--- config.mk ---
export PLATFORM = sky130hd
export DESIGN_NAME = i2c_tx_fifo
export DESIGN_NICKNAME = d
export VERILOG_FILES = /design/src/rtl/i2c_pkg.sv /design/src/rtl/i2c_fifo_mem.sv /design/src/rtl/i2c_tx_fifo.sv
export SDC_FILE = /design/constraint.sdc
export NUM_CORES = 1
export LEC_CHECK = 0
export BUFFER_PORTS_ARGS = -buffer_cell sky130_fd_sc_hd__buf_4
export CORE_UTILIZATION = 61
export CTS_CLUSTER_DIAMETER = 150
export DETAILED_ROUTE_END_ITERATION = 6
export HOLD_SLACK_MARGIN = 0.06
export PLACE_DENSITY = 0.79
export RECOVER_POWER = 50
export SETUP_SLACK_MARGIN = 0.15
export SLEW_MARGIN = 20
export SYNTH_ARGS = -nofsm -noshare
export SYNTH_HDL_FRONTEND = slang
export SYNTH_SLANG_ARGS = --single-unit
--- constraint.sdc ---
create_clock -name PCLK -period 5.5 [get_ports PCLK]
set_clock_uncertainty 0.05 [all_clocks]
set_input_delay 0.55 -clock PCLK [delete_from_list [all_inputs] [get_ports PCLK]]
set_output_delay 0.55 -clock PCLK [all_outputs]
set_load 0.1 [all_outputs]
--- src/rtl/i2c_pkg.sv ---
// Purpose: shared I2C widths and word type for the TX and RX FIFOs.
// Latency: n/a (declarations only).
// Backpressure: n/a.
package i2c_pkg;

  // Word width carried between the APB bridge and the I2C core.
  localparam int I2C_DWIDTH    = 32;

  // TX FIFO depth is 2**I2C_TX_AWIDTH words.
  localparam int I2C_TX_AWIDTH = 4;

  // TX almost-empty threshold, in words.
  localparam int I2C_TX_AE_LVL = 2;

  typedef logic [I2C_DWIDTH-1:0] i2c_word_t;

endpackage : i2c_pkg

--- src/rtl/i2c_fifo_mem.sv ---
// Purpose: simple dual-port storage array, synchronous write, registered synchronous read.
// Latency: 1 cycle from rd_en to rd_dat; rd_dat holds when rd_en is low.
// Backpressure: none; the caller guarantees addresses and enables are legal.
module i2c_fifo_mem
  import i2c_pkg::*;
#(
  parameter int DWIDTH = I2C_DWIDTH,
  parameter int AWIDTH = I2C_TX_AWIDTH
) (
  input  logic              clk,
  input  logic              rst,
  input  logic              wr_en,
  input  logic [AWIDTH-1:0] wr_addr,
  input  logic [DWIDTH-1:0] wr_dat,
  input  logic              rd_en,
  input  logic [AWIDTH-1:0] rd_addr,
  output logic [DWIDTH-1:0] rd_dat
);

  localparam int DEPTH = 1 << AWIDTH;

  logic [DWIDTH-1:0] mem_q [DEPTH];
  logic [DWIDTH-1:0] rd_dat_q;
  logic [DWIDTH-1:0] rd_dat_d;

  // Array write; kept reset-free so the array maps onto RAM primitives.
  always_ff @(posedge clk) begin
    if (wr_en) begin
      mem_q[wr_addr] <= wr_dat;
    end
  end

  // Next read word: a read on the same address as a write returns the old contents.
  always_comb begin
    rd_dat_d = rd_dat_q;
    if (rd_en) begin
      rd_dat_d = mem_q[rd_addr];
    end
  end

  // Output register, cleared by reset so the core never sees stale data after init.
  always_ff @(posedge clk) begin
    if (rst) begin
      rd_dat_q <= '0;
    end else begin
      rd_dat_q <= rd_dat_d;
    end
  end

  assign rd_dat = rd_dat_q;

endmodule : i2c_fifo_mem

--- src/rtl/i2c_tx_fifo.sv ---
// Purpose: TX word buffer from the APB bridge to the I2C core, with level and sticky error status.
// Latency: 1 cycle RD_EN -> TX_DATA/TX_VALID; status flags update the cycle after an accepted op.
// Backpressure: push while full is dropped (TX_OVF), pop while empty is ignored (TX_UDF).
module i2c_tx_fifo
  import i2c_pkg::*;
#(
  parameter int DWIDTH = I2C_DWIDTH,
  parameter int AWIDTH = I2C_TX_AWIDTH,
  parameter int AE_LVL = I2C_TX_AE_LVL
) (
  input  logic              PCLK,
  input  logic              PRESET,
  input  logic              WR_ENA,
  input  logic [DWIDTH-1:0] WRITE_DATA_ON_TX,
  input  logic              RD_EN,
  output logic [DWIDTH-1:0] TX_DATA,
  output logic              TX_VALID,
  output logic              TX_EMPTY,
  output logic              TX_FULL,
  output logic              TX_AEMPTY,
  output logic [AWIDTH:0]   TX_COUNT,
  output logic              TX_OVF,
  output logic              TX_UDF,
  input  logic              CLR_ERR
);

  // Pointers carry one extra wrap bit so full and empty are distinguishable.
  typedef logic [AWIDTH:0] ptr_t;

  localparam ptr_t PTR_ONE   = ptr_t'(1);
  localparam ptr_t AE_LVL_P  = ptr_t'(AE_LVL);

  ptr_t wr_ptr_q, wr_ptr_d;
  ptr_t rd_ptr_q, rd_ptr_d;
  logic valid_q,  valid_d;
  logic ovf_q,    ovf_d;
  logic udf_q,    udf_d;

  logic empty;
  logic full;
  ptr_t count;
  logic pop_ok;
  logic push_ok;
  logic ovf_set;
  logic udf_set;
  logic mem_wr_en;
  logic mem_rd_en;

  // Occupancy status derived purely from the registered pointers.
  always_comb begin
    empty = (wr_ptr_q == rd_ptr_q);
    full  = (wr_ptr_q[AWIDTH] != rd_ptr_q[AWIDTH]) &&
            (wr_ptr_q[AWIDTH-1:0] == rd_ptr_q[AWIDTH-1:0]);
    count = wr_ptr_q - rd_ptr_q;
  end

  // Accept/reject decisions; a pop frees a slot, so push+pop while full both proceed.
  always_comb begin
    pop_ok    = RD_EN & ~empty;
    push_ok   = WR_ENA & (~full | pop_ok);
    ovf_set   = WR_ENA & full & ~pop_ok;
    udf_set   = RD_EN & empty;
    // Reset takes priority over traffic, so nothing may touch the array or read port then.
    mem_wr_en = push_ok & ~PRESET;
    mem_rd_en = pop_ok & ~PRESET;
  end

  // Next-state for pointers, read-valid and sticky flags; a set event beats CLR_ERR.
  always_comb begin
    wr_ptr_d = wr_ptr_q;
    rd_ptr_d = rd_ptr_q;
    if (push_ok) begin
      wr_ptr_d = wr_ptr_q + PTR_ONE;
    end
    if (pop_ok) begin
      rd_ptr_d = rd_ptr_q + PTR_ONE;
    end
    valid_d = pop_ok;
    ovf_d   = ovf_set | (ovf_q & ~CLR_ERR);
    udf_d   = udf_set | (udf_q & ~CLR_ERR);
  end

  // Control state registers with synchronous reset; stored words are simply abandoned.
  always_ff @(posedge PCLK) begin
    if (PRESET) begin
      wr_ptr_q <= '0;
      rd_ptr_q <= '0;
      valid_q  <= 1'b0;
      ovf_q    <= 1'b0;
      udf_q    <= 1'b0;
    end else begin
      wr_ptr_q <= wr_ptr_d;
      rd_ptr_q <= rd_ptr_d;
      valid_q  <= valid_d;
      ovf_q    <= ovf_d;
      udf_q    <= udf_d;
    end
  end

  i2c_fifo_mem #(
    .DWIDTH (DWIDTH),
    .AWIDTH (AWIDTH)
  ) u_mem (
    .clk     (PCLK),
    .rst     (PRESET),
    .wr_en   (mem_wr_en),
    .wr_addr (wr_ptr_q[AWIDTH-1:0]),
    .wr_dat  (WRITE_DATA_ON_TX),
    .rd_en   (mem_rd_en),
    .rd_addr (rd_ptr_q[AWIDTH-1:0]),
    .rd_dat  (TX_DATA)
  );

  assign TX_VALID  = valid_q;
  assign TX_EMPTY  = empty;
  assign TX_FULL   = full;
  assign TX_AEMPTY = (count <= AE_LVL_P);
  assign TX_COUNT  = count;
  assign TX_OVF    = ovf_q;
  assign TX_UDF    = udf_q;

endmodule : i2c_tx_fifo

; After elaboration in Yosys (flattened, before gate mapping)
; Memory sizes are Yosys's and may differ from the RTL's. A register that Yosys moved wholly into a read port is not among the register bits.
; Index checks and enable logic that the tools add are counted.
[word_totals]
ff_bits = 13
latchBits = 0
ramBits = 512
mem_bits_ro = 0
input_bits = 37
output_inout_bits = 43
wordCells = 33
n_memories = 1
[op_classes]
n_addsub = 3
mul = 0
n_div = 0
magnitude_cmp = 1
eq_ne = 3
shift = 0
muxes = 2
n_bitwise = 17
reduce_logical = 1
[memory_table]
columns = name, words, width, rd, rd_clocked_by_memory_dff, write_ports, line
row1 = u_mem.mem_q, 16, 32, 1, 1, 1, i2c_fifo_mem.sv:22  ; logic [DWIDTH-1:0] mem_q [DEPTH];
[ops]
columns = cell, n
row1 = "5-bit by 1-bit adder with 5-bit output, second input constant", 2
row2 = 1-bit AND, 9
row3 = 5-bit equality test, 1
row4 = "5-bit by 2-bit less-or-equal comparator with 1-bit output, second input constant", 1
row5 = 1-bit inverter, 5
row6 = 5-bit subtractor, 1
row7 = 4-bit equality test, 1
row8 = 1-bit OR, 3
row9 = 1-bit 2-to-1 mux, 2
row10 = 1-bit logical AND, 1
row11 = 1-bit inequality test, 1

; Longest topological paths before layout
[logic_depth]
ltp_word = 8
depth_mapped = 10
mapped_depth_nobuf = 8

; Cells and area by module
; Synthesis repeated with hierarchy kept, for this count alone.
[unflattened]
cells_unflattened = 1299
hier_area_um2 = 21674.5
[by_module_without_submodules]
columns = mod, instances, cells_per_inst, area_per_inst_um2, seq_area_each_um2
row1 = i2c_fifo_mem, 1, 1216, 20948.8, 16015.4
row2 = i2c_tx_fifo, 1, 83, 725.7, 260.2

; Worst setup path after synthesis
; No wires, ideal clock.
[synth_timing]
path_type = reg2out
from = register wr_ptr_q[0]
to = output port TX_AEMPTY
arrival_time_ps = 6892
required_ps = 4900
slack_ps = -1992
stages_incl_launch_ff = 9
n_path_buf = 0
cell_sequence = dfxtp_1 -> inv_1 -> ha_1 -> fa_1 -> inv_1 -> a21o_1 -> a21oi_1 -> xnor2_1 -> a2111oi_0
[synth_via]
elab_chain_len = 2
[synth_lines]
columns = element, line
row1 = from (decl), i2c_tx_fifo.sv:33  ; ptr_t wr_ptr_q, wr_ptr_d;
row2 = from (signal assigned), i2c_tx_fifo.sv:92  ; wr_ptr_q <= wr_ptr_d;
row3 = 5-bit subtractor, i2c_tx_fifo.sv:54  ; count = wr_ptr_q - rd_ptr_q;
row4 = net TX_COUNT[4], i2c_tx_fifo.sv:21  ; output logic [AWIDTH:0] TX_COUNT,
row5 = 5-bit by 2-bit less-or-equal comparator with 1-bit output, i2c_tx_fifo.sv:117  ; assign TX_AEMPTY = (count <= AE_LVL_P);
row6 = to (decl), i2c_tx_fifo.sv:20  ; output logic TX_AEMPTY,
; The timed path passes the listed nets, and every way through them passes these cells.

; Worst setup path after layout
[layout_timing]
from = register rd_ptr_q[2]
to = output port TX_AEMPTY
[layout_via]
elab_chain_len = 2
[layout_lines]
columns = element, line
row1 = from (decl), i2c_tx_fifo.sv:34  ; ptr_t rd_ptr_q, rd_ptr_d;
row2 = from (signal assigned), i2c_tx_fifo.sv:93  ; rd_ptr_q <= rd_ptr_d;
row3 = 5-bit subtractor, i2c_tx_fifo.sv:54
row4 = 5-bit by 2-bit less-or-equal comparator with 1-bit output, i2c_tx_fifo.sv:117
; No other way between the ends.

==> run metrics <==
# IOs=80; Hold Crit Class=primary input to flop; Slew Limit Headroom=around 22%; ys flop type=edfxtp_1; WS Path Type=flop to output port; asr flop ratio synth=0%; drt wl/cell=around 25 um; Initial Util=a little over three fifths; Final period util=approximately two thirds; H-Tree Depth=2; pin count of the biggest net entering global routing=70; post-synth top area cell=edfxtp_1; main area contributors after synthesis=edfxtp_1 73%, mux4_2 6.8%, mux2i_1 6.1%; Die H=188 um; setup violators final=0; cts hold-fix bufs=0; DPL Wire Length=between 20,000 and 25,000 um; # clock sinks=557; register bit count reported by yosys=around 560; flop2flop setup slack=1910 ps; core footprint=~0.034 mm2; initial antenna violation count=1; row count=between 60 and 70; Reg-to-Reg Start=rd_ptr_q[2]; met1 WL=17,100 um; Avg Cell Area, Syn=19.1 um2; Max IR drop VDD=~0.49 mV; Top Metal Used=met4; initial DRC count=1,022; Place WS=between 1500 and 2000 ps; status=finished, final reports clean; endpoint type of the worst setup path=output port; buffer count from post-CTS setup fixing=0; YS warnings=0; synthesized cell area=approximately 0.021 mm2; Final #Nets=1,242; final hold viol count=0; GRT Residual Overflow=0; fraction of layout cells with a size suffix above 1=15.4%; Synth top area share=between 70 and 80%; crit start category=flop; maximum clock rate=276 MHz; PD cells=405 mW/mm2; CTS tree=built; DR DRC count=0; PortBufs=79; PnR worst setup slack=1870 ps; most common cell in the synthesized netlist=edfxtp_1; Worst R2R Path Depth=7; CP required=4900 ps; critical path arrival=3030 ps; CTS clk-pin slew, worst paths=60 ps; Inserted Clock Buffers=52; max cap viols=0; RD Place Congestion=0.800; CTS max path bufs=3; min cycle time layout=3630 ps; most instantiated cells after synthesis=512 x edfxtp_1, 129 x mux2i_1, 90 x nor2_1; worst-margin pin slew=1180 ps; met3 WL=2690 um; register area share after synthesis=roughly 77%; DRT antenna net count=0; Vias per Instance=6.29; Critical R2R Capture=u_mem.mem_q[9][15]; EDFF count, synth=512; vias=10,600; clock root cell=clkbuf_16; RSZ-0062 raised after global routing=false; 1st-pass router iterations=5; Syn Nets=1,154; number of global-route vias before repair=10,900; Setup crit start=rd_ptr_q[2]; CP Capture Point=TX_AEMPTY; clk_lat worst skew=560 ps; Slew Viols, Final=0; DIE WIDTH=approximately 190 um; first-pass GRT wire length=63,200 um; wire length on met2=around 21,000 um; area grow syn2layout=12.1%; Routed Wire Length=41,600 um; Cell variety after synth=37; full die area=0.0355 mm2; CP Max Fanout=31; Post-Route Setup TNS=0 ps; Mapped Cells=1,107; LEAKAGE=7.26 nW; CTS resizes=0; total track usage=23.9%
==> kinds of logic after synthesis <==
| kind of cell | share of synthesized area [%] |
|---|---|
| AOI/OAI and AO/OA | 4.72 |
| xor gates and xnor gates | 0.496 |
| adders and majority gates | 0.626 |
| buffers and inverters | 2.04 |
| DFF | 76.9 |
| muxes | 12.9 |
| and+or+nand+nor | 2.33 |
==> layout make-up <==
class,count,area [um2]
fill,2116,10100
clock buffer,76,1430
antenna,1,2.50
inverter,10,37.5
clock inverter,17,139
tap,448,561
sequential,557,16300
timing repair buffer,99,616
multi-input combinational,475,4650
==> power by group <==
part	internal [mW]	switching, mW	total, mW	leakage (nW)
Combinational	0.425	1.07	1.49	1.50
Clock	1.90	1.45	3.34	0.770
Sequential	4.71	0.0598	4.77	4.98
Total	7.03	2.58	9.61	7.26
==> routing by layer <==
layer / vias to the layer above / track usage, %
li1: 4668 / -
met4: 0 / 6.85
met1: 5434 / 33.5
met5: - / 0
met2: 429 / 39.5
met3: 62 / 3.73
==> metrics by stage <==
stage	instances	util [%]	total power [mW]	cell area, um2	hold WS, ps
3_3_place_gp	1582	65.6	6.38	22200	405
4_1_cts	1678	70.5	9.72	23900	198
2_1_floorplan	1107	-	6.09	21200	445
6_report	1683	70.1	9.61	23700	212
3_5_place_dp	1585	65.9	6.41	22300	427
5_1_grt	1682	70.0	9.90	23700	210
==> how the worst min path moves through the flow <==
stage / end / startpoint / depth (start not counted)
after floorplan: wr_ptr_q[4] / wr_ptr_q[4] / 2
after global placement: TX_OVF / TX_OVF / 2
after detailed placement: TX_OVF / TX_OVF / 2
after CTS: TX_OVF / CLR_ERR / 3
after global routing: TX_OVF / CLR_ERR / 3
final: TX_OVF / CLR_ERR / 3
==> registers in the layout (all words and copies together), names as in the netlist <==
register / count
TX_OVF: 1
TX_UDF: 1
TX_VALID: 1
rd_ptr_q: 5
u_mem.mem_q: 512
u_mem.rd_dat: 32
wr_ptr_q: 5
==> worst max-delay path: stages (launching register included) <==
cell and delay, ps:
dfxtp_4 630, inv_1 170, ha_1 400, a21o_1 200, a21oi_1 330, xnor2_4 100
a2111oi_2 280, buf_4 340
==> cell usage in the layout, fill, tap and decap left out, types with 5 or more instances in the layout <==
cell type / synthesis / routed
clkbuf_1: 10 / 89
nor2_4: 0 / 14
nand3_1: 7 / 6
nand2_1: 7 / 7
a311oi_1: 32 / 32
buf_4: 6 / 24
xnor2_1: 8 / 5
nor2_1: 90 / 76
mux4_2: 64 / 64
inv_1: 9 / 9
mux2i_1: 129 / 129
a22oi_1: 31 / 31
o22ai_1: 62 / 62
clkinv_2: 0 / 8
edfxtp_1: 512 / 512
a21oi_1: 6 / 6
ha_1: 9 / 9
clkinv_1: 0 / 5
buf_16: 0 / 6
clkbuf_16: 0 / 53
dfxtp_1: 45 / 42
No activity file was read; power rests on OpenSTA's default activity.
